--- src/rtl/sram_port_arbiter.sv ---
// sram_port_arbiter: one synchronous SRAM port shared by fetch and data.
// Optional ARB_RR_EN macro: round-robin tie-break instead of data-first.
// Ports: clk, reset (async, active-high); inst_* fetch requester;
//   data_* load/store requester; mem_* shared SRAM port; busy = not IDLE.
module sram_port_arbiter #(
  parameter int LATENCY = 1,
  parameter int ADDR_W  = 32
) (
  input  logic              clk,
  input  logic              reset,
  input  logic              inst_req,
  input  logic [ADDR_W-1:0] inst_addr,
  output logic [31:0]       inst_rdata,
  output logic              inst_ack,
  input  logic              data_req,
  input  logic [3:0]        data_wen,
  input  logic [ADDR_W-1:0] data_addr,
  input  logic [31:0]       data_wdata,
  output logic [31:0]       data_rdata,
  output logic              data_ack,
  output logic              mem_en,
  output logic [3:0]        mem_wen,
  output logic [ADDR_W-1:0] mem_addr,
  output logic [31:0]       mem_wdata,
  input  logic [31:0]       mem_rdata,
  output logic              busy
);

  typedef enum logic [1:0] {
    IDLE,
    ISSUE,
    WAIT,
    RESP
  } state_t;

  localparam logic [3:0] CNT_INIT = 4'(LATENCY - 1);

  state_t     state_q;
  state_t     state_d;
  logic [3:0] cnt_q;
  logic       owner_q;
  logic       grant;
  logic       pick_data;

`ifdef ARB_RR_EN
  // 1 = data was granted last; reset to data so inst wins the first tie
  logic last_data_q;

  assign pick_data = data_req & (~inst_req | ~last_data_q);

  always_ff @(posedge clk or posedge reset) begin
    if (reset) begin
      last_data_q <= 1'b1;
    end else if (grant) begin
      last_data_q <= pick_data;
    end
  end
`else
  assign pick_data = data_req;
`endif

  assign busy = (state_q != IDLE);

  always_ff @(posedge clk or posedge reset) begin
    if (reset) begin
      state_q <= IDLE;
    end else begin
      state_q <= state_d;
    end
  end

  always_comb begin
    state_d = state_q;
    grant   = 1'b0;
    unique case (state_q)
      IDLE: begin
        if (inst_req | data_req) begin
          grant   = 1'b1;
          state_d = ISSUE;
        end
      end
      ISSUE: state_d = WAIT;
      WAIT: begin
        if (cnt_q == 4'd0) begin
          state_d = RESP;
        end
      end
      RESP:    state_d = IDLE;
      default: state_d = IDLE;
    endcase
  end

  // mem_en/mem_wen are loaded on the grant edge so they are high exactly
  // during ISSUE; address and write data stay put until the next grant.
  always_ff @(posedge clk or posedge reset) begin
    if (reset) begin
      owner_q    <= 1'b0;
      cnt_q      <= 4'd0;
      mem_en     <= 1'b0;
      mem_wen    <= 4'd0;
      mem_addr   <= '0;
      mem_wdata  <= 32'd0;
      inst_rdata <= 32'd0;
      data_rdata <= 32'd0;
      inst_ack   <= 1'b0;
      data_ack   <= 1'b0;
    end else begin
      mem_en   <= 1'b0;
      mem_wen  <= 4'd0;
      inst_ack <= 1'b0;
      data_ack <= 1'b0;
      if (grant) begin
        owner_q <= pick_data;
        mem_en  <= 1'b1;
        if (pick_data) begin
          mem_addr  <= data_addr;
          mem_wen   <= data_wen;
          mem_wdata <= data_wdata;
        end else begin
          mem_addr  <= inst_addr;
          mem_wen   <= 4'd0;
          mem_wdata <= 32'd0;
        end
      end
      if (state_q == ISSUE) begin
        cnt_q <= CNT_INIT;
      end else if (state_q == WAIT && cnt_q != 4'd0) begin
        cnt_q <= cnt_q - 4'd1;
      end
      if (state_q == WAIT && cnt_q == 4'd0) begin
        if (owner_q) begin
          data_rdata <= mem_rdata;
          data_ack   <= 1'b1;
        end else begin
          inst_rdata <= mem_rdata;
          inst_ack   <= 1'b1;
        end
      end
    end
  end

endmodule

--- config.mk ---
export PLATFORM = sky130hd
export DESIGN_NAME = sram_port_arbiter
export DESIGN_NICKNAME = d
export VERILOG_FILES = /design/src/rtl/sram_port_arbiter.sv
export SDC_FILE = /design/constraint.sdc
export NUM_CORES = 1
export LEC_CHECK = 0
export ABC_CLOCK_PERIOD_IN_PS = 5300
export CAP_MARGIN = 30
export CORE_ASPECT_RATIO = 0.5
export CORE_MARGIN = 4
export CORE_UTILIZATION = 41
export CTS_CLUSTER_DIAMETER = 80
export DETAILED_ROUTE_END_ITERATION = 10
export GPL_ROUTABILITY_DRIVEN = 0
export HOLD_SLACK_MARGIN = 0.02
export PLACE_DENSITY = 0.81
export SKIP_LAST_GASP = 1
export SYNTH_ARGS = -nofsm -noshare
export SYNTH_HDL_FRONTEND = slang
export SYNTH_SLANG_ARGS = --single-unit
--- constraint.sdc ---
create_clock -name clk -period 5.3 [get_ports clk]
set_input_delay 1.06 -clock clk [delete_from_list [all_inputs] [get_ports clk]]
set_output_delay 1.06 -clock clk [all_outputs]
set_load 0.005 [all_outputs]
==> qor.yml <==
cts_made_buffers: 17
rsz0062_at_grt: "no"
end_kind: "output pin"
slew_headroom_pct: 57.3
max_stage_delay_ns: 0.45
path_cells: "inv_1 > ha_1 > inv_1 > clkdlybuf4s50_1"
period_share_pct: 54.2
post-place-cells: 826
synth_top_area_share_pct: 63.7
die_height_um: 90.5
syn-cell-area_um2: 5580
die_w_um: 173
grt_antenna_before_repair: 0
status: "complete, no violations"
synth_common_cells: "dfrtp_1, mux2_2, nand2_1"
cp_slowest_cell: "clkdlybuf4s50_1"
synth_fa_ha_area_share_pct: 1.12
wl_per_cell_um: 18.4
drc_errors: 0
num-nets-final: 817
floorplan.rows: 29
drt-initial-drc-count: 166
p_leak_nw: 3.99
start_util_pct: 43.0
max_freq_ghz: 0.348
grt_pass1_vias: 4575
setup_viol: 0
drive_gt1_share_pct: 15.2
path_clk_slew_ns: 0.06
detail_route.first_pass.iterations: 4
drv_slew: 0
post-synth-top-count-cell: "dfrtp_1"
routed_wl_mm: 15.8
total_power_w: 0.00529
ys_warn_count: 0
dp.final_hpwl_mm: 11.3
htree_levels: 4
max-cap-violations: 0
synth_mux_area_share_pct: 18.9
cts-resized-gates: 0
crit_family: "buffers and inverters"
worst_slew_pin_slew_ns: 0.641
clock_sinks: 142
start_kind: "flop"
synth_compound_area_share_pct: 8.97
insertedDiodeCount: 0
pwr_density_cell_nw_per_um2: 579
track_usage_pct: 20.1
antenna_left: 0
worstSetupPathType: "reg2out"
fin_setup_tns_ns: 0
cts_root_buf: "clkbuf_16"
design.portCount: 272
path_max_fanout: 8
synth_edf_count: 0
clk_latency_ns: 0.41
worstPathRequired_ns: 4.24
vias_per_cell: 4.94
grt_pass1_wl_mm: 25.3
yosysTopAreaCell: "dfrtp_1"
synthesis.nets: 545
avgSynthCellArea_um2: 13.8
crit_buf_inv: 3
synth_ff_type: "dfrtp_1"
yosys_register_bits: 142
post_cts_buffers: 0
crit_path_frequent_cell: "inv_1"
portBuffers: 271
ctsLongestPathBuffers: 2
hold_viol: 0
finalCriticalPeriod_ns: 2.87
synth_cells: 404
critPathArrivalTime_ns: 1.81
cts_hold_buf: 0
ys_seq_area_share_pct: 63.7
overflow: 0
ir_worst_vdd_mv: 0.283
synth_top_family_by_area: "multiplexers"
skew_ns: 0.00743
ys_types: 29
cts_tree: "done"
async_reset_ff_share_pct: 100
netlist_top_cells_area: "dfrtp_1, mux2_2, mux2i_1, a22o_1, o21ai_0"
finalNonFillerCells: 859
vias: 4242
core_um2: 13000
rrSetupSlack_ns: 2.84
yosys.area_share.simple_pct: 4.44
die-area_um2: 15700
grt_max_degree: 69
area_growth_pct: 63.8
hold_class: "reg2reg"
synthXorXnorAreaFrac_pct: 0
==> report_power, final <==
group	switching (W)	internal [W]	leakage, nW
registers	0.000266	0.00159	1.74
clock network	0.000466	0.000792	0.301
logic	0.000784	0.00140	1.95
total	0.00152	0.00378	3.99
==> final cells by class <==
cell class / count / area, um^2
multi-input cells: 227 / 1870
repair buffers: 279 / 2840
fillers: 905 / 3850
inverters: 9 / 38.8
clock buffers: 19 / 433
well taps: 170 / 213
flip-flops and latches: 142 / 3550
clock inverters: 13 / 190
==> logic make-up after synthesis <==
logic type	Yosys count
flip-flops	142
multiplexers	97
AO/OA/AOI/OAI	73
AND/OR/NAND/NOR	52
buffers and inverters	35
adder cells (fa/ha/maj)	5
==> final timing paths <==
path,from,end,cells past startpoint
max in group asynchronous,reset,inst_rdata[18],3
min reg2reg,mem_addr[15],mem_addr[15],2
min in group asynchronous,reset,data_rdata[8],2
min,mem_addr[15],mem_addr[15],2
max reg2reg,cnt_q[0],inst_rdata[23],6
max,state_q[1],busy,4
==> metrics by stage <==
stage                     util (%)  cell area (um^2)  setup WS [ns]  hold slack (ns)
after CTS                     70.2              9120           2.38            0.484
after global placement        64.8              8420           1.97            0.461
after floorplan                  -              5580          0.430            0.473
after detailed placement      65.4              8500           2.27            0.471
final                         70.4              9140           2.43            0.483
after global routing          70.4              9140           2.33            0.501
==> worst register-to-register path, stage by stage, from the launching register on <==
cell and delay [ns]:
dfrtp_1 0.41, inv_1 0.12, ha_1 0.22, or3b_1 0.52, nor3b_4 0.23, buf_4 0.43
mux2_2 0.41
==> state kept, by name, indices dropped and copies added (netlist names) <==
signal / cells
cnt_q: 4
mem_wen: 4
inst_rdata: 32
mem_wdata: 32
state_q: 2
data_rdata: 32
owner_q: 1
mem_en: 1
inst_ack: 1
mem_addr: 32
data_ack: 1
==> layer usage <==
layer | routed length, um | global-route usage, % | share of wire [%] | vias up
met1 | 6010 | 22.5 | 38 | 2105
met2 | 8750 | 38.1 | 55 | 138
met3 | 692 | 3.89 | 4.4 | 22
met4 | 351 | 7.37 | 2.2 | 0
li1 | - | - | - | 1977
met5 | 0 | 0 | 0 | -
==> placed cells by master (no fill, tap or decap) <==
cell type	count
clkdlybuf4s50_1	270
dfrtp_1	142
mux2_2	63
nand2_1	34
a22o_1	32
mux2i_1	32
o21ai_0	32
clkbuf_16	17
inv_1	8
ha_1	5
clkinv_4	5
and3_1	4
bufinv_16	4
buf_4	4
nor2_1	3
nand3_1	3
a21oi_1	3
buf_16	3
inv_6	2
mux2_1	2
a21o_1	2
o31ai_1	2
clkbuf_1	2
clkinv_2	2
o21ai_4	1
and2_1	1
nand4_1	1
or3b_1	1
nor3b_4	1
nor4b_1	1
nor3b_1	1
o32a_1	1
and2_0	1
or3_1	1
clkinvlp_4	1
buf_2	1
buf_12	1
(Power assumes the default switching activity.)
